===== src/rtl/cmd_issuer.sv =====
// Host-side initiator for the cmd/rsp FIFO pair: one outstanding command, with a response timeout.
// Optional statistics counters are enabled with `define CMD_ISSUER_STATS_EN.
module cmd_issuer #(
    parameter int unsigned Timeout = 1024,
    parameter logic [31:0] TmoWord = 32'hDEAD_BEEF
) (
    input  logic        clk,
    input  logic        rst_n,
    input  logic        host_cmd_valid_i,
    output logic        host_cmd_ready_o,
    input  logic [31:0] host_cmd_data_i,
    output logic        host_rsp_valid_o,
    input  logic        host_rsp_ready_i,
    output logic [31:0] host_rsp_data_o,
    output logic        host_rsp_err_o,
    output logic [31:0] cmd_wdata_o,
    output logic        cmd_wrreq_o,
    input  logic        cmd_waitreq_i,
    input  logic [31:0] rsp_rdata_i,
    output logic        rsp_rdreq_o,
    input  logic        rsp_waitreq_i
`ifdef CMD_ISSUER_STATS_EN
    ,
    output logic [15:0] stat_cmd_cnt_o,
    output logic [15:0] stat_tmo_cnt_o,
    output logic [15:0] stat_drop_cnt_o
`endif
);

    localparam int unsigned TmrW = (Timeout > 0) ? $clog2(Timeout + 1) : 1;
    localparam logic [TmrW-1:0] TmrLast = (Timeout > 0) ? TmrW'(Timeout - 1) : '0;

    typedef enum logic [1:0] {
        StIdle    = 2'd0,
        StWrCmd   = 2'd1,
        StWaitRsp = 2'd2,
        StHold    = 2'd3
    } state_e;

    state_e          state_q, state_d;
    logic [TmrW-1:0] timer_q, timer_d, timer_inc;
    logic [31:0]     cmd_q, cmd_d;
    logic [31:0]     rsp_q, rsp_d;
    logic            err_q, err_d;
    logic            tmo_hit;

    assign timer_inc = (timer_q == '1) ? timer_q : timer_q + 1'b1;
    assign tmo_hit   = (Timeout != 0) && (timer_q == TmrLast);

    always_ff @(posedge clk or negedge rst_n) begin
        if (!rst_n) begin
            state_q <= StIdle;
        end else begin
            state_q <= state_d;
        end
    end

    always_ff @(posedge clk or negedge rst_n) begin
        if (!rst_n) begin
            timer_q <= '0;
            cmd_q   <= '0;
            rsp_q   <= '0;
            err_q   <= 1'b0;
        end else begin
            timer_q <= timer_d;
            cmd_q   <= cmd_d;
            rsp_q   <= rsp_d;
            err_q   <= err_d;
        end
    end

    // Acceptance of a write or a response takes priority over a timeout in the same cycle.
    always_comb begin
        state_d = state_q;
        timer_d = timer_q;
        cmd_d   = cmd_q;
        rsp_d   = rsp_q;
        err_d   = err_q;
        case (state_q)
            StIdle: begin
                if (rsp_waitreq_i && host_cmd_valid_i) begin
                    cmd_d   = host_cmd_data_i;
                    timer_d = '0;
                    state_d = StWrCmd;
                end
            end
            StWrCmd: begin
                if (!cmd_waitreq_i) begin
                    timer_d = '0;
                    state_d = StWaitRsp;
                end else if (tmo_hit) begin
                    rsp_d   = TmoWord;
                    err_d   = 1'b1;
                    state_d = StHold;
                end else begin
                    timer_d = timer_inc;
                end
            end
            StWaitRsp: begin
                if (!rsp_waitreq_i) begin
                    rsp_d   = rsp_rdata_i;
                    err_d   = 1'b0;
                    state_d = StHold;
                end else if (tmo_hit) begin
                    rsp_d   = TmoWord;
                    err_d   = 1'b1;
                    state_d = StHold;
                end else begin
                    timer_d = timer_inc;
                end
            end
            StHold: begin
                if (host_rsp_ready_i) begin
                    state_d = StIdle;
                end
            end
            default: state_d = StIdle;
        endcase
    end

    // Input-dependent strobes are gated by rst_n so every output is low while reset is held.
    always_comb begin
        host_cmd_ready_o = 1'b0;
        host_rsp_valid_o = 1'b0;
        host_rsp_data_o  = '0;
        host_rsp_err_o   = 1'b0;
        cmd_wdata_o      = cmd_q;
        cmd_wrreq_o      = 1'b0;
        rsp_rdreq_o      = 1'b0;
        case (state_q)
            StIdle: begin
                host_cmd_ready_o = rst_n && rsp_waitreq_i;
                rsp_rdreq_o      = rst_n && !rsp_waitreq_i;
            end
            StWrCmd: begin
                cmd_wrreq_o = !cmd_waitreq_i;
            end
            StWaitRsp: begin
                rsp_rdreq_o = !rsp_waitreq_i;
            end
            StHold: begin
                host_rsp_valid_o = 1'b1;
                host_rsp_data_o  = rsp_q;
                host_rsp_err_o   = err_q;
            end
            default: ;
        endcase
    end

`ifdef CMD_ISSUER_STATS_EN
    logic [15:0] stat_cmd_q, stat_tmo_q, stat_drop_q;
    logic        cmd_evt, tmo_evt, drop_evt;

    assign cmd_evt  = (state_q == StWrCmd) && !cmd_waitreq_i;
    assign tmo_evt  = tmo_hit && (((state_q == StWrCmd) && cmd_waitreq_i) ||
                                  ((state_q == StWaitRsp) && rsp_waitreq_i));
    assign drop_evt = (state_q == StIdle) && !rsp_waitreq_i;

    always_ff @(posedge clk or negedge rst_n) begin
        if (!rst_n) begin
            stat_cmd_q  <= '0;
            stat_tmo_q  <= '0;
            stat_drop_q <= '0;
        end else begin
            if (cmd_evt && stat_cmd_q != 16'hFFFF) stat_cmd_q <= stat_cmd_q + 16'd1;
            if (tmo_evt && stat_tmo_q != 16'hFFFF) stat_tmo_q <= stat_tmo_q + 16'd1;
            if (drop_evt && stat_drop_q != 16'hFFFF) stat_drop_q <= stat_drop_q + 16'd1;
        end
    end

    assign stat_cmd_cnt_o  = stat_cmd_q;
    assign stat_tmo_cnt_o  = stat_tmo_q;
    assign stat_drop_cnt_o = stat_drop_q;
`endif

endmodule


===== config.mk =====
export PLATFORM = sky130hd
export DESIGN_NAME = cmd_issuer
export DESIGN_NICKNAME = d
export VERILOG_FILES = /design/src/rtl/cmd_issuer.sv
export SDC_FILE = /design/constraint.sdc
export NUM_CORES = 1
export LEC_CHECK = 0
export CAP_MARGIN = 25
export CORE_MARGIN = 1.5
export CORE_UTILIZATION = 30
export CTS_BUF_LIST = sky130_fd_sc_hd__clkbuf_4 sky130_fd_sc_hd__clkbuf_8 sky130_fd_sc_hd__clkbuf_16
export DETAILED_ROUTE_END_ITERATION = 8
export PLACE_DENSITY = 0.69
export SYNTH_ARGS = -nofsm -noshare
export SYNTH_HDL_FRONTEND = slang
export SYNTH_SLANG_ARGS = --single-unit

===== constraint.sdc =====
create_clock -name clk -period 4.35 [get_ports clk]
set_clock_uncertainty 0.1 [all_clocks]
set_input_delay 0.87 -clock clk [delete_from_list [all_inputs] [get_ports clk]]
set_output_delay 0.87 -clock clk [all_outputs]
set_load 0.005 [all_outputs]

==> impl_metrics.tcl, run 1 <==
set metrics [dict create \
    grt_overflow 0 \
    place.port_buffers 138 \
    fin_crit_ps 3217 \
    syn-cell-area_um2 3470 \
    num_rows 39 \
    routed_wl_um 8564 \
    grt_max_degree 50 \
    cts_post_setup_buffers_inserted 0 \
    crit_family "buffers and inverters" \
    critPathMaxFanout 8 \
    vias_per_cell 4.887 \
    final_max_slew_viol_count 0 \
    ys_seq_area_share_pct 56.26 \
    start_util_pct 30.52 \
    cts_buffers 9 \
    drt_pass1_iterations 4 \
    fmax_mhz 310.8 \
    dp_cells 549 \
    core_area_um2 11370 \
    synthCells 279 \
    vias 2756 \
    ys_top_cells_by_area "dfrtp_1 56%, mux2_2 10%, o22a_1 6.1%" \
    outcome "complete, no violations" \
    numClockSinks 78 \
    place_hpwl_um 6045 \
    syn_area_per_cell_um2 12.44 \
    p_per_area_nw_per_um2 586.9 \
    synth_flop_cell "dfrtp_1" \
    post-route-period-util_pct 73.95 \
    slew-limit-headroom_pct 34.10 \
    startpoint_type "input port" \
    crit_path_frequent_cell "clkdlybuf4s50_1" \
    drt-initial-drc-count 116 \
    insertion_delay_ps 330 \
    hold_path_class "in -> async" \
    async_flop_share_pct 100.0 \
    place_area_um2 4994 \
    fp.dieH_um 110.5 \
    track_usage_pct 14.42 \
    peakVddDrop_mv 0.2704 \
    path_class "in -> out" \
    yosys.area.top_type "dfrtp_1" \
    cp.required_ps 3380 \
    ys_types 48 \
    final_common_cell "clkdlybuf4s50_1" \
    worstMarginPinSlew_ps 983.9 \
    cts.repair.resized 0 \
    wl_per_cell_um 15.18 \
    postRouteAntennaNets 0 \
    synth_top_area_share_pct 56.26 \
    cap_viol_max_count 0 \
    fin_cells 564 \
    timing.hold.ws_ps 362.5 \
    clk_path_buf_depth 2 \
    postCtsHoldBufs 0 \
    setup_viol 0 \
    fin_area_um2 5304 \
    globalplace.congestion 0.7896 \
    h-tree-depth 3 \
    pin_count 139 \
    clk_transition_reported_paths_ps 60 \
    hold_viol_final 0 \
    finalPower_w 0.003113 \
    synth_edf_count 0 \
    die_w_um 110.5 \
    arrival_ps 2250 \
    die_area_um2 12220 \
    syn_nets 355 \
    antenna_cells 0 \
    cp_slowest_cell "clkdlybuf4s50_1" \
    rsz0062_at_grt "no" \
    finish.net_count 494 \
    cp.buffers_inverters 2 \
    root_buffer "clkbuf_16" \
    end_kind "output port" \
    antenna_found_initial 0 \
    syn2layout_area_growth_pct 52.87 \
    synth_warnings 0 \
    setup_tns_ps 0 \
    p_leak_nw 2.155 \
    slowest_delay_ps 650 \
    worstPathCellList "clkdlybuf4s50_1 -> and3_1 -> clkdlybuf4s50_1" \
    grt_pass1_wl_um 14160 \
    mostFrequentLayoutCells "137 x clkdlybuf4s50_1, 78 x dfrtp_1, 33 x and2_1, 32 x mux2_2, 24 x o22a_1" \
    drt_drc_violations_left 0 \
    ys_ff_latch 78 \
    cts_tree "done" \
    drive_above_1_share_pct 13.78 \
    grt_pass1_vias 2901 \
]
## layout make-up
class / count / area, um2
fillers: 1065 / 6066
flip-flops and latches: 78 / 1952
multi-input cells: 180 / 1435
repair buffers: 142 / 1429
clock buffers: 12 / 247.7
well taps: 143 / 178.9
clock inverters: 2 / 35.03
inverters: 7 / 26.28
## synth_stat cells, types with 2 or more instances
cell type / n
buf_1: 2
a211oi_1: 2
mux2i_1: 3
dfrtp_1: 78
nor2b_1: 3
o22a_1: 24
nand3_1: 5
mux2_2: 32
nand2_1: 4
clkbuf_1: 9
o21ai_0: 3
o31ai_1: 2
a2111oi_0: 2
a22o_1: 8
a21o_1: 2
nor4b_1: 2
nor3_1: 3
ha_1: 6
or3_1: 2
and3_1: 4
nor2_1: 8
or4_1: 2
o21a_1: 2
inv_1: 7
a21oi_1: 8
buf_4: 2
and2_1: 33
## per-stage QoR
stage | utilization [%] | setup slack, ps
6_report | 46.65 | 1133
2_1_floorplan | - | 2118
3_5_place_dp | 43.92 | 1143
3_3_place_gp | 43.92 | 1162
5_1_grt | 46.65 | 1106
4_1_cts | 46.41 | 881.1
## kinds of logic after synthesis
logic type	Yosys count	synth area share (%)
flip-flops	78	56.26
multiplexers	35	11.25
buffers and inverters	21	2.524
adder cells (fa/ha/maj)	6	2.164
AO/OA/AOI/OAI	66	15.25
AND/OR/NAND/NOR	73	12.55
## sequential cells by signal (all words and copies together), names as in the netlist
signal       cells
state_q          2
rsp_q           32
timer_q         11
err_q            1
cmd_wdata_o     32
## where the power goes
| part | internal (W) | total [W] | leakage (nW) | switching (W) |
|---|---|---|---|---|
| registers | 0.00104 | 0.00119 | 0.938 | 0.000156 |
| clock network | 0.000456 | 0.000724 | 0.143 | 0.000268 |
| logic | 0.000750 | 0.00119 | 1.07 | 0.000444 |
## worst paths after layout
path,to,startpoint,cells after the start,slack [ps]
worst max-delay path,host_cmd_ready_o,rsp_waitreq_i,3,1130
worst min-delay path,cmd_wdata_o[16]$_DFFE_PN0P_,rst_n,1,360
worst max register to register,timer_q[7]$_DFFE_PN0P_,state_q[1]$_DFFE_PN0P_,5,1700
worst min register to register,rsp_q[25]$_DFFE_PN0P_,rsp_q[25]$_DFFE_PN0P_,1,370
max in group asynchronous,timer_q[2]$_DFFE_PN0P_,rst_n,2,2790
min in group clk,rsp_q[25]$_DFFE_PN0P_,rsp_q[25]$_DFFE_PN0P_,1,370
## per-layer routing
metal	global-route usage [%]	share of wire (%)	vias to the layer above
met5	0	0	-
met4	5.556	1.6	0
met3	5.434	6.9	12
met2	23.91	49	99
met1	16.93	43	1346
li1	-	-	1299
(Power assumes the default switching activity.)
==> inputs of run 2 (changes only) <==
==> constraint.sdc (replaced) <==
create_clock -name clk -period 3.1 [get_ports clk]
set_clock_uncertainty 0.1 [all_clocks]
set_input_delay 0.62 -clock clk [delete_from_list [all_inputs] [get_ports clk]]
set_output_delay 0.62 -clock clk [all_outputs]
set_load 0.005 [all_outputs]
==> run 2 against run 1 <==
Compared with the run above: die area did not move; core utilization rose by 0.56 points; hold slack improved by 17 ps; first-iteration DRC count rose by 24%; cell area rose by 1.2%; critical endpoint is now rsp_rdreq_o; total power rose by 43%; highest routed layer unchanged; setup slack got worse by 830 ps.
==> impl_metrics.tcl, run 2 (synthesis gave the netlist of run 1 again) <==
set metrics [dict create \
    min_from "rsp_q[2]$_DFFE_PN0P_" \
    die_area_um2 12220 \
    use_met1_pct 17.03 \
    fmax_mhz 357.6 \
    hold_viol_final 0 \
    globalplace.congestion 0.8155 \
    worstReg2RegStart "state_q[0]$_DFFE_PN0P_" \
    p_leak_nw 2.184 \
    worstMarginPinSlew_ps 859.5 \
    pin_count 139 \
    setup_viol 0 \
    met2_usage_pct 22.63 \
    critPathMaxFanout 10 \
    cp.required_ps 2380 \
    mostFrequentLayoutCells "137 x clkdlybuf4s50_1, 78 x dfrtp_1, 33 x and2_1, 32 x mux2_2, 24 x o22a_1" \
    dp_cells 554 \
    drt_pass1_iterations 4 \
    die_w_um 110.5 \
    place.port_buffers 138 \
    p_per_area_nw_per_um2 826.7 \
    drt-initial-drc-count 144 \
    fin_area_um2 5368 \
    root_buffer "clkbuf_16" \
    antenna_cells 0 \
    post-route-period-util_pct 90.20 \
    numClockSinks 78 \
    insertion_delay_ps 330 \
    clk_transition_reported_paths_ps 60 \
    grt_overflow 0 \
    outcome "complete, no violations" \
    path_class "reg -> out" \
    place_hpwl_um 6057 \
    start_util_pct 30.52 \
    final_common_cell "clkdlybuf4s50_1" \
    place_area_um2 5044 \
    core_area_um2 11370 \
    h-tree-depth 3 \
    finish.utilization_pct 47.21 \
    track_usage_pct 13.91 \
    grtUsageMet3_pct 4.940 \
    fp.dieH_um 110.5 \
    fillCellCount 1061 \
    top_usage_layer "met2" \
    fin_crit_ps 2796 \
    cts_tree "done" \
    arrival_ps 2080 \
    end_kind "output port" \
    finalPower_w 0.004437 \
    antenna_found_initial 0 \
    drive_above_1_share_pct 14.95 \
    drt_drc_violations_left 0 \
    cts_post_setup_buffers_inserted 0 \
    grt_pass1_wl_um 13860 \
    fin_cells 571 \
    postRouteAntennaNets 0 \
    final_max_slew_viol_count 0 \
    num_rows 39 \
    slew-limit-headroom_pct 42.57 \
    startpoint_type "flip-flop" \
    wl_per_cell_um 14.63 \
    grt_pass1_vias 2881 \
    clk_path_buf_depth 2 \
    cap_viol_max_count 0 \
    hold_path_class "reg -> reg" \
    vias 2800 \
    peakVddDrop_mv 0.4041 \
    routed_wl_um 8354 \
    rsz0062_at_grt "no" \
    grt_max_degree 42 \
    syn2layout_area_growth_pct 54.71 \
    setup_tns_ps 0 \
    cts_buffers 9 \
    vias_per_cell 4.904 \
    finish.net_count 499 \
    worstSetupStartpoint "state_q[0]$_DFFE_PN0P_" \
]
run 2: cell count changes in the layout (fill, tap and decap cells not counted), sizes merged:
cell / change
buf: +4
clkinvlp: +2
clkinv: -1
dlygate4sd3: +1
inv: +1
run 2: area by class of cell:
type	count	area [um2]	share of cell area (%)
Clock buffer	12	260.3	4.848
Clock inverter	4	53.80	1.002
Inverter	7	26.28	0.4895
Multi-Input combinational cell	180	1435	26.74
Sequential cell	78	1952	36.36
Tap cell	143	178.9	3.333
Timing Repair Buffer	147	1461	27.23
run 2: power by group:
group | internal (W) | leakage (nW) | switching [W]
logic | 0.00106 | 1.10 | 0.000618
registers | 0.00146 | 0.938 | 0.000222
clock network | 0.000679 | 0.149 | 0.000405
total | 0.00319 | 2.18 | 0.00124
run 2: critical path, cell delays in order, from the launching register on:
cell and delay [ps]:
dfrtp_1 420, inv_1 140, ha_1 410, a21oi_1 110, nor2_1 140, clkdlybuf4s50_1 530
run 2: path summary, 6_finish.rpt:
| check | endpoint | depth (start not counted) | slack (ps) |
|---|---|---|---|
| max | rsp_rdreq_o | 5 | 300 |
| min | rsp_q[2]$_DFFE_PN0P_ | 1 | 380 |
| max reg2reg | timer_q[7]$_DFFE_PN0P_ | 7 | 660 |
| min reg2reg | rsp_q[2]$_DFFE_PN0P_ | 1 | 380 |
| max in group asynchronous | cmd_wdata_o[26]$_DFFE_PN0P_ | 3 | 1650 |
| min in group asynchronous | cmd_wdata_o[15]$_DFFE_PN0P_ | 2 | 530 |
run 2: through the flow:
step	hold slack (ps)	setup WS (ps)
6_report	379.2	303.8
5_1_grt	396.1	144.9
4_1_cts	383.3	280.8
3_5_place_dp	334.3	406.1
3_3_place_gp	331.1	407.0
2_1_floorplan	224.4	1062
run 2: routing by layer:
metal / routed length [um] / vias to the layer above
li1: - / 1315
met1: 3566 / 1381
met2: 4066 / 98
met3: 631 / 6
met4: 89 / 0
met5: 0 / -
run 2: timing repair:
item	4_1_cts	5_1_grt
hold endpoints to repair	3	0
resized for setup	0	0
hold buffers	1	0
